## src/rtl/stall_controller_if.sv

```systemverilog
// rtl/stall_controller_if.sv - hazard inputs and stall/bubble controls between pipeline and stall_controller
interface stall_controller_if #(
  parameter int REG_ADDR_W = 5
);
  logic [REG_ADDR_W-1:0] id_rs1;
  logic [REG_ADDR_W-1:0] id_rs2;
  logic                  id_uses_rs2;
  logic [REG_ADDR_W-1:0] ex_rd;
  logic                  ex_mem_read;
  logic                  ex_mc_start;
  logic                  mem_req;
  logic                  mem_ready;
  logic                  stall_if;
  logic                  stall_id;
  logic                  stall_ex;
  logic                  stall_mem;
  logic                  bubble_ex;
  logic                  bubble_mem;
  logic                  bubble_wb;
  logic [1:0]            fsm_state;

  modport master (
    output id_rs1, id_rs2, id_uses_rs2, ex_rd, ex_mem_read, ex_mc_start, mem_req, mem_ready,
    input  stall_if, stall_id, stall_ex, stall_mem, bubble_ex, bubble_mem, bubble_wb, fsm_state
  );

  modport slave (
    input  id_rs1, id_rs2, id_uses_rs2, ex_rd, ex_mem_read, ex_mc_start, mem_req, mem_ready,
    output stall_if, stall_id, stall_ex, stall_mem, bubble_ex, bubble_mem, bubble_wb, fsm_state
  );
endinterface

```

## src/rtl/stall_controller.sv

```systemverilog
// rtl/stall_controller.sv - per-stage stall/bubble control for the 5-stage pipeline
// Define STALL_PERF_EN to add saturating perf counters for each stall source.
module stall_controller #(
  parameter int REG_ADDR_W = 5,
  parameter int MC_LATENCY = 4,
  parameter int CNT_W      = 3
`ifdef STALL_PERF_EN
  , parameter int PERF_W   = 32
`endif
) (
  input  logic               clk,
  input  logic               rst,
  stall_controller_if.slave  bus
`ifdef STALL_PERF_EN
  , output logic [PERF_W-1:0] perf_lu_cnt
  , output logic [PERF_W-1:0] perf_mc_cnt
  , output logic [PERF_W-1:0] perf_mem_cnt
`endif
);

  typedef enum logic [1:0] {
    IDLE    = 2'd0,
    MC_BUSY = 2'd1,
    MC_DONE = 2'd2
  } state_t;

  localparam logic [REG_ADDR_W-1:0] REG_ZERO = '0;
  localparam logic [CNT_W-1:0]      CNT_LOAD = CNT_W'(MC_LATENCY - 1);
  localparam logic [CNT_W-1:0]      CNT_ONE  = CNT_W'(1);

  state_t           state, state_nxt;
  logic [CNT_W-1:0] cnt, cnt_nxt;

  logic mem_stall;
  logic load_use;
  logic mc_stall;
  logic ex_hold;

  always_ff @(posedge clk or posedge rst) begin
    if (rst) begin
      state <= IDLE;
      cnt   <= '0;
    end else begin
      state <= state_nxt;
      cnt   <= cnt_nxt;
    end
  end

  always_comb begin
    state_nxt = state;
    cnt_nxt   = cnt;
    mem_stall = bus.mem_req & ~bus.mem_ready;
    load_use  = bus.ex_mem_read & (bus.ex_rd != REG_ZERO) &
                ((bus.ex_rd == bus.id_rs1) | (bus.id_uses_rs2 & (bus.ex_rd == bus.id_rs2)));
    mc_stall  = ((state == IDLE) & bus.ex_mc_start) | (state == MC_BUSY);
    ex_hold   = mem_stall | mc_stall;

    // The functional unit counts down regardless of memory wait states.
    case (state)
      IDLE: begin
        if (bus.ex_mc_start) begin
          state_nxt = MC_BUSY;
          cnt_nxt   = CNT_LOAD;
        end
      end
      MC_BUSY: begin
        cnt_nxt = cnt - CNT_ONE;
        if (cnt == CNT_ONE) state_nxt = MC_DONE;
      end
      MC_DONE: begin
        if (!mem_stall) state_nxt = IDLE;
      end
      default: state_nxt = IDLE;
    endcase

    bus.stall_mem  = ~rst & mem_stall;
    bus.bubble_wb  = ~rst & mem_stall;
    bus.stall_ex   = ~rst & ex_hold;
    bus.bubble_mem = ~rst & mc_stall & ~mem_stall;
    bus.stall_if   = ~rst & (ex_hold | load_use);
    bus.stall_id   = ~rst & (ex_hold | load_use);
    bus.bubble_ex  = ~rst & load_use & ~ex_hold;
    bus.fsm_state  = rst ? 2'd0 : state;
  end

`ifdef STALL_PERF_EN
  localparam logic [PERF_W-1:0] PERF_ONE = PERF_W'(1);

  always_ff @(posedge clk or posedge rst) begin
    if (rst) begin
      perf_lu_cnt  <= '0;
      perf_mc_cnt  <= '0;
      perf_mem_cnt <= '0;
    end else begin
      if (load_use && !ex_hold && perf_lu_cnt != '1) perf_lu_cnt  <= perf_lu_cnt + PERF_ONE;
      if (mc_stall && perf_mc_cnt != '1)              perf_mc_cnt  <= perf_mc_cnt + PERF_ONE;
      if (mem_stall && perf_mem_cnt != '1)            perf_mem_cnt <= perf_mem_cnt + PERF_ONE;
    end
  end
`endif

endmodule

```

## src/flat_wrapper.sv

```systemverilog
// flat-port wrapper written by rule: the top's interface ports become plain ports
module stall_controller_flat 
#(
  parameter int REG_ADDR_W = 5,
  parameter int MC_LATENCY = 4,
  parameter int CNT_W      = 3

)
  (clk, rst, bus_id_rs1, bus_id_rs2, bus_id_uses_rs2, bus_ex_rd, bus_ex_mem_read, bus_ex_mc_start, bus_mem_req, bus_mem_ready, bus_stall_if, bus_stall_id, bus_stall_ex, bus_stall_mem, bus_bubble_ex, bus_bubble_mem, bus_bubble_wb, bus_fsm_state);
  stall_controller_if #(.REG_ADDR_W(REG_ADDR_W)) bus_i ();
  input  logic clk;
  input  logic rst;
  input wire logic [$bits(bus_i.id_rs1)-1:0] bus_id_rs1;
  input wire logic [$bits(bus_i.id_rs2)-1:0] bus_id_rs2;
  input wire logic [$bits(bus_i.id_uses_rs2)-1:0] bus_id_uses_rs2;
  input wire logic [$bits(bus_i.ex_rd)-1:0] bus_ex_rd;
  input wire logic [$bits(bus_i.ex_mem_read)-1:0] bus_ex_mem_read;
  input wire logic [$bits(bus_i.ex_mc_start)-1:0] bus_ex_mc_start;
  input wire logic [$bits(bus_i.mem_req)-1:0] bus_mem_req;
  input wire logic [$bits(bus_i.mem_ready)-1:0] bus_mem_ready;
  output wire logic [$bits(bus_i.stall_if)-1:0] bus_stall_if;
  output wire logic [$bits(bus_i.stall_id)-1:0] bus_stall_id;
  output wire logic [$bits(bus_i.stall_ex)-1:0] bus_stall_ex;
  output wire logic [$bits(bus_i.stall_mem)-1:0] bus_stall_mem;
  output wire logic [$bits(bus_i.bubble_ex)-1:0] bus_bubble_ex;
  output wire logic [$bits(bus_i.bubble_mem)-1:0] bus_bubble_mem;
  output wire logic [$bits(bus_i.bubble_wb)-1:0] bus_bubble_wb;
  output wire logic [$bits(bus_i.fsm_state)-1:0] bus_fsm_state;
  assign bus_i.id_rs1 = bus_id_rs1;
  assign bus_i.id_rs2 = bus_id_rs2;
  assign bus_i.id_uses_rs2 = bus_id_uses_rs2;
  assign bus_i.ex_rd = bus_ex_rd;
  assign bus_i.ex_mem_read = bus_ex_mem_read;
  assign bus_i.ex_mc_start = bus_ex_mc_start;
  assign bus_i.mem_req = bus_mem_req;
  assign bus_i.mem_ready = bus_mem_ready;
  assign bus_stall_if = bus_i.stall_if;
  assign bus_stall_id = bus_i.stall_id;
  assign bus_stall_ex = bus_i.stall_ex;
  assign bus_stall_mem = bus_i.stall_mem;
  assign bus_bubble_ex = bus_i.bubble_ex;
  assign bus_bubble_mem = bus_i.bubble_mem;
  assign bus_bubble_wb = bus_i.bubble_wb;
  assign bus_fsm_state = bus_i.fsm_state;
  stall_controller #(.REG_ADDR_W(REG_ADDR_W), .MC_LATENCY(MC_LATENCY), .CNT_W(CNT_W)) u_core (.clk(clk), .rst(rst), .bus(bus_i));
endmodule
```

## config.mk

```make
export PLATFORM = sky130hd
export DESIGN_NAME = stall_controller_flat
export DESIGN_NICKNAME = d
export VERILOG_FILES = /design/src/rtl/stall_controller_if.sv /design/src/rtl/stall_controller.sv /design/src/flat_wrapper.sv
export SDC_FILE = /design/constraint.sdc
export NUM_CORES = 1
export LEC_CHECK = 0
export BUFFER_PORTS_ARGS = -buffer_cell sky130_fd_sc_hd__buf_2
export CORE_AREA = 4 4 41 43
export DETAILED_ROUTE_END_ITERATION = 12
export DIE_AREA = 0 0 45 47
export PLACE_DENSITY = 0.69
export SYNTH_ARGS = -nofsm -noshare
export SYNTH_HDL_FRONTEND = slang
export SYNTH_SLANG_ARGS = --single-unit
```

## constraint.sdc

```tcl
create_clock -name clk -period 1.5 [get_ports clk]
set_clock_uncertainty 0.15 [all_clocks]
set_input_delay 0.3 -clock clk [delete_from_list [all_inputs] [get_ports clk]]
set_output_delay 0.3 -clock clk [all_outputs]
set_load 0.01 [all_outputs]
```

==> impl_metrics.tcl <==
set metrics [dict create \
    fin_util_pct 65.00 \
    ys_warn_count 0 \
    p_seq_share_pct 23.0 \
    die_width_um 45 \
    die_area_mm2 0.002115 \
    cpMaxStageDelayCell "nor4_2" \
    worstPathRequired_ns 1.05 \
    hp-class "in -> reg" \
    max_cap_violations 0 \
    fin_area_um2 845.8 \
    mostFrequentLayoutCells "25 x buf_2, 10 x buf_6, 9 x buf_4" \
    swShare_pct 37.75 \
    dp_hpwl_um 1042 \
    layout-drive-gt1-share_pct 58.59 \
    leakage_nw 0.4353 \
    relSlewSlack_pct 79.41 \
    fin_nets 124 \
    r2r-end "u_core.cnt[2]" \
    via_count 569 \
    drt-vias-per-instance 4.991 \
    grt_antenna_before_repair 0 \
    cp_cell_sequence "buf_6 > xor2_2 > nor4_2 > a32oi_1 > nor3_1 > buf_2" \
    rr_startpoint "u_core.state[1]" \
    rsz0062_at_grt "true" \
    stdcell_count 114 \
    crit_start "bus_id_rs2[4]" \
    grt_pass1_vias 589 \
    hold_viol 0 \
    dp.cells 102 \
    ctsHtreeMaxLevel 1 \
    p_int_mw 0.6991 \
    finalCriticalPeriod_ns 1.825 \
    cts_tree "done" \
    crit_buf_inv 2 \
    drc 0 \
    initial_core_util_pct 33.94 \
    cp-start-kind "input port" \
    grt_pass1_wl_um 2366 \
    pwr-share-comb_pct 62.8 \
    first_iter_violations 2 \
    die_h_um 47 \
    cts_made_buffers 3 \
    grt_max_degree 7 \
    cp.arrival_ns 1.37 \
    place_congestion 0.7361 \
    rows 13 \
    syn-num-nets 76 \
    cts.reportedPaths.clkPinSlew_ns 0.05 \
    critical_path_class "in -> out" \
    clk_latency_ns 0.24 \
    wl_per_cell_um 13.32 \
    clockRootBuffer "clkbuf_4" \
    tightest_slew_ns 0.3082 \
    syn-cell-area_um2 441.7 \
    min_to "u_core.state[1]" \
    placed_area_um2 659.4 \
    yosysTopAreaCell "dfrtp_1" \
    finalWirelength_um 1519 \
    path_delay_family "simple AND/OR/NAND/NOR gates" \
    clkPwrFrac_pct 14.2 \
    slowest_delay_ns 0.29 \
    detail-route-antenna-nets 0 \
    crit_path_max_fanout 2 \
    boundaryPins 31 \
    outcome "finished, violations left" \
    whs_path_depth 4 \
    yosysUniqueCellTypes 23 \
    track_usage_pct 15.41 \
    fin_crit_sh_pct 121.6 \
    port_buffers 30 \
    rr_worst_depth 6 \
    ir_drop_mv 0.9646 \
    area_growth_pct 91.50 \
    tns_ns -1.319 \
    power_density_mw_per_mm2 1328 \
    fmax_mhz 548.1 \
    setup_viol 6 \
    clockBufferDepth 2 \
    min_from "bus_mem_ready" \
    synth_seq_cells 5 \
    dr.pass1.iters 4 \
    synthTopCellsByArea "dfrtp_1 28%, xor2_1 18%, ha_1 5.7%" \
    syn_inst 52 \
    mostFrequentLayoutCell "buf_2" \
    slew_viol_final 0 \
    clock-sinks 5 \
    reg2reg_slack_ns 0.10 \
    violations "setup timing" \
    end_kind "output port" \
    finalWorstSetupSlack_ns -0.3245 \
    yosysSeqAreaShare_pct 28.33 \
    antenna-diode-count 0 \
    p_sw_mw 0.4239 \
    overflow 0 \
    total_power_mw 1.123 \
    synth_top_area_share_pct 28.33 \
    fillers 109 \
    syn_area_per_cell_um2 8.494 \
    core-area_mm2 0.001301 \
]
synth_stat cells:
| cell | count |
|---|---|
| o21ai_0 | 2 |
| o21bai_1 | 1 |
| xor2_1 | 9 |
| nor3_1 | 3 |
| inv_1 | 6 |
| nand2_1 | 4 |
| o211ai_2 | 1 |
| a32oi_1 | 2 |
| o32ai_1 | 1 |
| xnor2_1 | 1 |
| nor2_1 | 3 |
| or4_1 | 1 |
| o21ai_1 | 1 |
| buf_4 | 2 |
| nor4_2 | 1 |
| nand2b_1 | 1 |
| nor2b_1 | 2 |
| dfrtp_1 | 5 |
| a21oi_1 | 1 |
| ha_1 | 2 |
| a22o_1 | 1 |
| a31oi_1 | 1 |
| nand3_1 | 1 |
cell type report:
cell class	instances	area [um^2]	share of cell area [%]
repair buffers	45	315.3	37.28
flip-flops and latches	5	126.4	14.94
multi-input cells	39	336.6	39.79
well taps	15	18.77	2.219
clock buffers	4	26.28	3.107
inverters	6	22.52	2.663
stage by stage:
| step | hold slack (ns) | worst slack [ns] |
|---|---|---|
| 5_1_grt | 0.3110 | -0.4442 |
| 6_report | 0.2709 | -0.3245 |
| 3_3_place_gp | 0.1947 | -0.3025 |
| 2_1_floorplan | -0.05625 | -0.1923 |
| 4_1_cts | 0.2335 | -0.3169 |
| 3_5_place_dp | 0.2064 | -0.3359 |
power groups by stage:
stage | sequential, mW | clock, mW | combinational, mW
floorplan | 0.241 | 0 | 0.279
global placement | 0.246 | 0 | 0.448
detailed placement | 0.250 | 0 | 0.461
CTS | 0.251 | 0.166 | 0.611
global route | 0.261 | 0.173 | 0.785
finish | 0.258 | 0.160 | 0.706
worst reg2reg max path, delay by kind of cell, from the launching register on:
kind,cells,cell delay [ns]
buffers and inverters,4,0.47
flip-flops,1,0.39
AO/OA/AOI/OAI,2,0.29
worst max path at each step:
stage	to	slack, ns	depth (start not counted)
floorplan	bus_stall_if	-0.19	4
global placement	bus_stall_if	-0.30	5
detailed placement	bus_bubble_ex	-0.34	6
CTS	bus_bubble_ex	-0.32	6
global route	bus_bubble_ex	-0.44	6
finish	bus_bubble_ex	-0.32	6
cells by family (layout without fill, tap and decap cells):
logic type	after synthesis	count (layout)	synth area share [%]
xor+xnor	10	10	19.83
buf+inv	8	55	8.497
flops	5	5	28.33
simple gates	16	16	19.26
compound gates	11	11	18.41
fa+ha+maj	2	2	5.665
routing by layer:
metal | GRT usage, % | wire, um | vias up
li1 | - | - | 272
met1 | 15.70 | 480 | 262
met2 | 27.12 | 823 | 31
met3 | 4.215 | 178 | 4
met4 | 11.11 | 36 | 0
met5 | 0 | 0 | -
what timing repair did:
| action | in CTS | in global routing |
|---|---|---|
| buffers inserted | 6 | 5 |
| hold buffers | 1 | 0 |
| setup endpoints to repair | 6 | 7 |
| gates resized for setup | 11 | 12 |
| endpoints found under the hold margin | 2 | 0 |
| pin swaps | 4 | 7 |
| gates cloned | 0 | 0 |
registers in the layout, summed over array words and instances, names as in the netlist:
register	cells
u_core.state	2
u_core.cnt	3
Power figures use the tool's default switching activity.
